$ cat config.mk
export PLATFORM = sky130hd
export DESIGN_NAME = hazard_stall_ctrl
export DESIGN_NICKNAME = d
export VERILOG_FILES = /design/src/rtl/hazard_pkg.sv /design/src/rtl/hazard_stall_ctrl_sat_counter.sv /design/src/rtl/hazard_stall_ctrl.sv
export SDC_FILE = /design/constraint.sdc
export NUM_CORES = 1
export LEC_CHECK = 0
export ABC_AREA = 1
export BUFFER_PORTS_ARGS = -buffer_cell sky130_fd_sc_hd__buf_2
export CAP_MARGIN = 30
export CORE_UTILIZATION = 30
export CTS_CLUSTER_DIAMETER = 30
export DETAILED_ROUTE_END_ITERATION = 7
export PLACE_DENSITY = 0.56
export SLEW_MARGIN = 20
export SYNTH_ARGS = -nofsm -noshare
export SYNTH_HDL_FRONTEND = slang
export SYNTH_HIERARCHICAL = 1
export SYNTH_SLANG_ARGS = --single-unit
$ cat constraint.sdc
create_clock -name clk -period 2.55 [get_ports clk]
set_input_delay 0.255 -clock clk [delete_from_list [all_inputs] [get_ports clk]]
set_output_delay 0.255 -clock clk [all_outputs]
set_load 0.01 [all_outputs]
$ cat src/rtl/hazard_pkg.sv
// Shared opcode constants, source-use decode and FSM state type for the
// stalling RV32I hazard control.
package hazard_pkg;

   localparam logic [4:0] OPC_LUI    = 5'b01101;
   localparam logic [4:0] OPC_AUIPC  = 5'b00101;
   localparam logic [4:0] OPC_JAL    = 5'b11011;
   localparam logic [4:0] OPC_JALR   = 5'b11001;
   localparam logic [4:0] OPC_BRANCH = 5'b11000;
   localparam logic [4:0] OPC_LOAD   = 5'b00000;
   localparam logic [4:0] OPC_STORE  = 5'b01000;
   localparam logic [4:0] OPC_OPIMM  = 5'b00100;
   localparam logic [4:0] OPC_OP     = 5'b01100;

   typedef enum logic [1:0] {
      RUN   = 2'd0,
      STALL = 2'd1,
      FLUSH = 2'd2
   } hz_state_t;

   function automatic logic uses_rs1(input logic [4:0] opcode);
      return !((opcode == OPC_LUI) || (opcode == OPC_AUIPC) || (opcode == OPC_JAL));
   endfunction

   function automatic logic uses_rs2(input logic [4:0] opcode);
      return (opcode == OPC_BRANCH) || (opcode == OPC_STORE) || (opcode == OPC_OP);
   endfunction

endpackage

$ cat src/rtl/hazard_stall_ctrl_sat_counter.sv
// Saturating up-counter: counts clocks with i_inc high and holds at all-ones.
module sat_counter #(
   parameter int W = 32
) (
   input  logic         clk,
   input  logic         rst_n,
   input  logic         i_inc,
   output logic [W-1:0] o_count
);

   logic [W-1:0] r_count;

   always_ff @(posedge clk or negedge rst_n) begin
      if (!rst_n) begin
         r_count <= '0;
      end else if (i_inc && (r_count != {W{1'b1}})) begin
         r_count <= r_count + 1'b1;
      end
   end

   assign o_count = r_count;

endmodule

$ cat src/rtl/hazard_stall_ctrl.sv
// RAW-hazard / taken-branch stall and flush control for the no-forwarding
// RV32I pipeline, with a shadow MEM/WB rd pipeline and perf counters.
module hazard_stall_ctrl
   import hazard_pkg::*;
#(
   parameter bit RF_WRITE_THROUGH = 1'b0,
   parameter int CNT_W            = 32
) (
   input  logic             clk,
   input  logic             rst_n,
   input  logic [4:0]       id_rs1,
   input  logic [4:0]       id_rs2,
   input  logic [4:0]       id_opcode,
   input  logic [4:0]       ex_rd,
   input  logic             ex_rd_wren,
   input  logic             ex_br_taken,
   output logic             pc_stall,
   output logic             ifid_stall,
   output logic             ifid_flush,
   output logic             idex_flush,
   output logic [CNT_W-1:0] stall_cnt,
   output logic [CNT_W-1:0] flush_cnt
);

   logic [4:0] r_mem_rd;
   logic       r_mem_wren;
   logic [4:0] r_wb_rd;
   logic       r_wb_wren;
   hz_state_t  r_state;
   hz_state_t  w_state_next;

   logic [4:0] w_src [2];
   logic [1:0] w_src_used;
   logic [1:0] w_src_hazard;
   logic       w_hazard;
   logic       w_stall;

   function automatic logic stage_match(input logic wren, input logic [4:0] rd,
                                        input logic [4:0] r);
      return wren && (rd == r) && (r != 5'd0);
   endfunction

   always_ff @(posedge clk or negedge rst_n) begin
      if (!rst_n) begin
         r_mem_rd   <= '0;
         r_mem_wren <= 1'b0;
         r_wb_rd    <= '0;
         r_wb_wren  <= 1'b0;
      end else begin
         r_mem_rd   <= ex_rd;
         r_mem_wren <= ex_rd_wren;
         r_wb_rd    <= r_mem_rd;
         r_wb_wren  <= r_mem_wren;
      end
   end

   assign w_src[0]      = id_rs1;
   assign w_src[1]      = id_rs2;
   assign w_src_used[0] = uses_rs1(id_opcode);
   assign w_src_used[1] = uses_rs2(id_opcode);

   // WB matches are harmless when the register file forwards its write port.
   generate
      for (genvar gi = 0; gi < 2; gi++) begin : g_src
         assign w_src_hazard[gi] = w_src_used[gi] &&
            (stage_match(ex_rd_wren, ex_rd, w_src[gi]) ||
             stage_match(r_mem_wren, r_mem_rd, w_src[gi]) ||
             (!RF_WRITE_THROUGH && stage_match(r_wb_wren, r_wb_rd, w_src[gi])));
      end
   endgenerate

   assign w_hazard = |w_src_hazard;
   assign w_stall  = w_hazard && !ex_br_taken;

   always_comb begin
      pc_stall   = 1'b0;
      ifid_stall = 1'b0;
      ifid_flush = 1'b0;
      idex_flush = 1'b0;
      if (rst_n) begin
         if (ex_br_taken) begin
            ifid_flush = 1'b1;
            idex_flush = 1'b1;
         end else if (w_hazard) begin
            pc_stall   = 1'b1;
            ifid_stall = 1'b1;
            idex_flush = 1'b1;
         end
      end
   end

   // State is observational only; the controls above never look at it.
   always_ff @(posedge clk or negedge rst_n) begin
      if (!rst_n) begin
         r_state <= RUN;
      end else begin
         r_state <= w_state_next;
      end
   end

   always_comb begin
      w_state_next = r_state;
      case (r_state)
         RUN:     w_state_next = ex_br_taken ? FLUSH : (w_hazard ? STALL : RUN);
         STALL:   w_state_next = ex_br_taken ? FLUSH : (w_hazard ? STALL : RUN);
         FLUSH:   w_state_next = ex_br_taken ? FLUSH : RUN;
         default: w_state_next = RUN;
      endcase
   end

   sat_counter #(.W(CNT_W)) u_stall_cnt (
      .clk     (clk),
      .rst_n   (rst_n),
      .i_inc   (w_stall),
      .o_count (stall_cnt)
   );

   sat_counter #(.W(CNT_W)) u_flush_cnt (
      .clk     (clk),
      .rst_n   (rst_n),
      .i_inc   (ex_br_taken),
      .o_count (flush_cnt)
   );

endmodule

==> results.md, run 1 <==
* Largest family of logic cells by synthesized area: simple AND/OR/NAND/NOR gates
* Initial antenna violation count at 0
* Antenna Cells at 0
* Pre-antenna DRT Iters at 5
* Relative slew margins at 66.2%
* PortBufs at 91
* Yosys synthesis warning count at 6
* Final Max Tran Viols at 0
* CTS tree: yes
* Static leakage power at 3.07 nW
* Pre-CTS WS at 182 ps
* H-tree depth at 3
* Syn Inst Count at 834
* Most common cell on crit path: nand2_1
* Fin nets at 957
* Final cell count without fillers at 1161
* Critical-path cell list: inv_1 > nand2_1 > nand2_1 > nor2_1 > nand3_1 > nand3_1 > nand2_1 > a21oi_1 > buf_4 > nand3_1 > nor2_1 > nand3_1 > nand2_1 > nand2_1
* Detailed-route via count at 5405
* Syn_area_per_cell at 6.37 sq um
* HP Class: input pin to flop
* Die Width at 135 um
* Post-synthesis sequential area ratio at 35.8%
* Final setup margin at 283 ps
* First-pass GRT wire length at 24700 um
* Power after layout at 3.02 mW
* Hold Crit Start: ex_rd[4]
* Root Driver: clkbuf_16
* Die area at 18300 sq um
* Main flop type after synthesis: dfrtp_1
* Adder-cell share of the synthesized area at 0.471%
* GRT overflow at 0
* # IOs at 92
* Fin crit share at 88.9%
* Fill count at 1928
* DP Wirelength at 11600 um
* Post-synthesis compound-gate area fraction at 2.26%
* Total of max-cap violations at 0
* Vias in the first global route at 4858
* Area growth, synth to finish at 18.0%
* DRT antenna net count at 0
* Syn nets at 860
* Status: finished, final reports clean
* Worst Hold Slack at 64.6 ps
* DRC at 0
* Die Height at 135 um
* Slowest-stage cell, CP: nor2_1
* Drt via density at 4.66
* Tmin final at 2270 ps
* Layout cells sized above 1 at 17.5%
* Yosys cell types at 27
* Worst EP required at 2770 ps
* Post-Syn Area at 5320 sq um
* Largest net degree at the start of global routing at 34
* Most common cell after layout, fill and taps aside: nand2_1
* Most frequent cells in the layout: nand2_1 (363), nor2_1 (125), buf_2 (90)
* CP max FO at 6
* Num rows at 48
* DRT iter0 DRCs at 320
* Peak supply drop at 0.000381 V
* Drt total wl at 15100 um
* Worst stage delay on the critical path at 420 ps
* Clk buf depth at 2
* CP Buf/Inv Count at 2
* Clock skew at 8.48 ps
* Crit path from: r_wb_rd[1]
* Post-DP Area at 5970 sq um
* # Post-CTS Setup Buffers at 0
* Post-Place Cells at 1144
* Routability Congestion at 0.911
* R2R setup slack at 280 ps
* Simple-Gate Fraction of Synth Area at 50.6%
* Initial core utilization at 30.7%
* FF-to-FF Start: r_wb_rd[1]
* Crit end category: flop
* EDFF count, synth at 0
* Synth async-reset ratio at 100%
* WL/cell at 13.0 um
* Crit path launch type: flop
* Worst EP arrival at 2490 ps
* CTS Sinks at 76
* All-Layer GR Usage at 17.4%
* Finished Cell Area at 6270 sq um
* Fin. Hold Viols at 0
* TritonCTS buffer count at 9
* Clock latency on the worst-skew pair at 340 ps
* Fmax at 441 MHz
* Clock Pin Slew Worst Setup and Hold Paths at 60 ps
* Crit Path Class: flop to flop
* Seq cells post-synth at 76
* Worst Tran Pin Value at 506 ps
* Pwr per Cell Area at 481 nW/um^2
* Top cell family by delay on the critical path: simple AND/OR/NAND/NOR gates
* Final setup vio count at 0
* Mux contribution to synthesized area at 0%
* Xor and xnor area share after synthesis at 2.64%
* Core area at 17300 sq um
-- path summary, 6_finish.rpt --
check | cells after the start | endpoint
max | 14 | u_stall_cnt/o_count[27]
min | 1 | r_mem_rd[4]
max reg2reg | 14 | u_stall_cnt/o_count[27]
min reg2reg | 0 | r_wb_wren
max in group asynchronous | 3 | r_wb_wren
min in group asynchronous | 2 | u_flush_cnt/o_count[13]
-- per-layer routing --
layer / up-vias / GRT usage (%) / routed length [um]
li1: 2785 / - / -
met1: 2441 / 23.3 / 7230
met2: 160 / 28.2 / 6880
met3: 19 / 2.70 / 712
met4: 0 / 6.05 / 248
met5: - / 0 / 0
-- cell type report --
class | count | area (sq um) | share of cell area [%]
clock buffers | 11 | 233 | 3.71
inverters | 85 | 319 | 5.09
well taps | 225 | 282 | 4.49
flip-flops and latches | 76 | 1900 | 30.3
multi-input cells | 662 | 2980 | 47.5
repair buffers | 97 | 505 | 8.06
clock inverters | 5 | 52.6 | 0.838
-- power by group --
group	internal [mW]	switching, mW
logic	0.149	0.235
registers	1.27	0.0901
clock network	0.754	0.519
total	2.17	0.844
-- through the flow --
| stage | util [%] | TNS [ps] |
|---|---|---|
| floorplan | - | 0 |
| global placement | 34.5 | 0 |
| detailed placement | 34.5 | 0 |
| CTS | 36.2 | 0 |
| global route | 36.3 | -3.20 |
| finish | 36.3 | 0 |
-- repair_timing --
item / in CTS / in global routing
endpoints found under the setup margin: 0 / 6
hold buffers: 1 / 0
resized for setup: 0 / 2
endpoints found under the hold margin: 20 / 0
-- sequential cells by signal, summed over array words and instances (netlist names) --
name                 flops
u_flush_cnt/o_count     32
r_mem_rd                 5
r_wb_rd                  5
r_mem_wren               1
u_stall_cnt/o_count     32
r_wb_wren                1
-- cells in the mapped netlist (3+ instances only) --
cell type,instances,area share (%)
xnor2_1,14,2.3
buf_4,3,0.42
nand4_1,21,2.5
a21oi_2,3,0.49
buf_6,6,1.3
dfrtp_1,76,36
nand2_2,17,2.0
nand3_1,56,5.3
nor2_2,6,0.71
nor2_4,8,1.7
inv_1,73,5.2
nor3_1,4,0.38
nand2_4,4,0.85
nand2_1,363,26
o21ai_0,9,0.85
nor2_1,127,9.0
inv_2,12,0.85
nand3b_1,16,2.3
-- logic make-up (layout without fill, tap and decap cells) --
family	count (synthesis)	after routing
AND/OR/NAND/NOR	624	624
buffers and inverters	96	198
flip-flops	76	76
AO/OA/AOI/OAI	20	20
XOR/XNOR	16	16
adder cells (fa/ha/maj)	2	2
Power figures use the tool's default switching activity.
==> run 2, diff against run 1 <==
==> constraint.sdc (replaced) <==
create_clock -name clk -period 2.55 [get_ports clk]
set_input_delay 0.51 -clock clk [delete_from_list [all_inputs] [get_ports clk]]
set_output_delay 0.51 -clock clk [all_outputs]
set_load 0.01 [all_outputs]
==> results.md, run 2 (synthesis results as in run 1) <==
* Total of max-cap violations at 0
* Post-layout util at 36.7%
* Fill count at 1895
* Largest net degree at the start of global routing at 67
* Status: finished, final reports clean
* Num rows at 48
* HP Class: input pin to flop
* Part of the power in registers at 43.3%
* Setup TNS Final at 0 ps
* PortBufs at 91
* GRT overflow at 0
* Worst EP arrival at 1700 ps
* DRC at 0
* WL/cell at 13.1 um
* Die Width at 135 um
* CP max FO at 13
* Clock skew at 7.55 ps
* DRT iter0 DRCs at 335
* TritonCTS buffer count at 9
* Crit path launch type: input pin
* Most common cell after layout, fill and taps aside: nand2_1
* Crit end category: output pin
* First-pass GRT wire length at 24700 um
* Sw frac at 26.8%
* Initial antenna violation count at 0
* Fin nets at 961
* Clock latency on the worst-skew pair at 340 ps
* Clock Pin Slew Worst Setup and Hold Paths at 60 ps
* Static leakage power at 3.12 nW
* Pint at 2.30 mW
* All-Layer GR Usage at 17.5%
* Drt via density at 4.66
* Antenna Cells at 0
* Pwr per Cell Area at 495 nW/um^2
* Clock share of power at 44.4%
* CTS Sinks at 76
* Die area at 18300 sq um
* H-tree depth at 3
* Switch Pwr at 0.843 mW
* Routability Congestion at 0.937
* Worst EP required at 2040 ps
* RSZ-0062 raised after global routing: false
* Drt total wl at 15200 um
* Fmax at 452 MHz
* Detailed-route via count at 5432
* Final Max Tran Viols at 0
* Vias in the first global route at 4884
* Relative slew margins at 68.2%
* # IOs at 92
* Root Driver: clkbuf_16
* DRT antenna net count at 0
* Final setup vio count at 0
* Most frequent cells in the layout: nand2_1 (363), nor2_1 (127), buf_2 (90)
* Die Height at 135 um
* Peak supply drop at 0.000313 V
* Layout cells sized above 1 at 17.8%
* # Post-CTS Setup Buffers at 0
* Worst Tran Pin Value at 475 ps
* Fin crit share at 86.7%
* Crit Path Class: input pin to output pin
* Initial core utilization at 30.7%
* Clk buf depth at 2
* DP Wirelength at 11500 um
* Area growth, synth to finish at 19.3%
* Fin. Hold Viols at 0
* CTS tree: yes
* Pre-antenna DRT Iters at 5
* Logic gate share of total power at 12.3%
* Core area at 17300 sq um
* Tmin final at 2210 ps
## run 2: power by group through the flow
stage                     combinational [mW]  clock, mW  sequential (mW)
after floorplan                        0.207          0             1.39
after global routing                   0.446       1.49             1.38
after global placement                 0.386          0             1.38
final                                  0.387       1.39             1.36
after detailed placement               0.386          0             1.38
after CTS                              0.390       1.44             1.36
## run 2: per-layer routing
layer | global-route usage [%] | vias to the layer above | routed length [um]
met1 | 23.6 | 2453 | 7390
met2 | 27.4 | 156 | 6710
li1 | - | 2797 | -
met4 | 8.18 | 0 | 338
met5 | 0 | - | 0
met3 | 2.82 | 26 | 787
## run 2: stage by stage
stage          cells  setup slack, ps  hold slack, ps  cell area (sq um)  total power, mW
3_3_place_gp    1147             67.4             377               6000             1.77
2_1_floorplan    834              220             214               5320             1.60
5_1_grt         1165              137             312               6340             3.31
6_report        1165              338             318               6340             3.14
3_5_place_dp    1147             29.2             376               6000             1.77
4_1_cts         1164              313             298               6320             3.20
## run 2: final cells by class
class,count,area [sq um],share of cell area [%]
multi-input cells,662,2980,46.9
well taps,225,282,4.44
clock inverters,5,75.1,1.18
inverters,85,319,5.03
repair buffers,101,548,8.64
clock buffers,11,243,3.83
flip-flops and latches,76,1900,30.0
## run 2: worst max-delay path: stages
cell,delay [ps]
dlygate4sd3_1,590
buf_4,250
nand2_2,90
nor2_2,110
buf_2,150
## run 2: timing repair
item / in CTS / in global routing
resized for setup: 0 / 0
hold endpoints to repair: 2 / 0
endpoints found under the setup margin: 0 / 0
hold buffers: 1 / 0
## run 2: final timing paths
kind,startpoint,endpoint,slack [ps],cells past startpoint
max,rst_n,ifid_stall,340,5
max reg2reg,r_mem_rd[4],u_stall_cnt/o_count[28],350,15
min in group asynchronous,rst_n,r_mem_rd[2],640,2
min reg2reg,r_mem_wren,r_wb_wren,420,0
max in group asynchronous,rst_n,u_stall_cnt/o_count[22],990,4
min,ex_rd[4],r_mem_rd[4],320,1
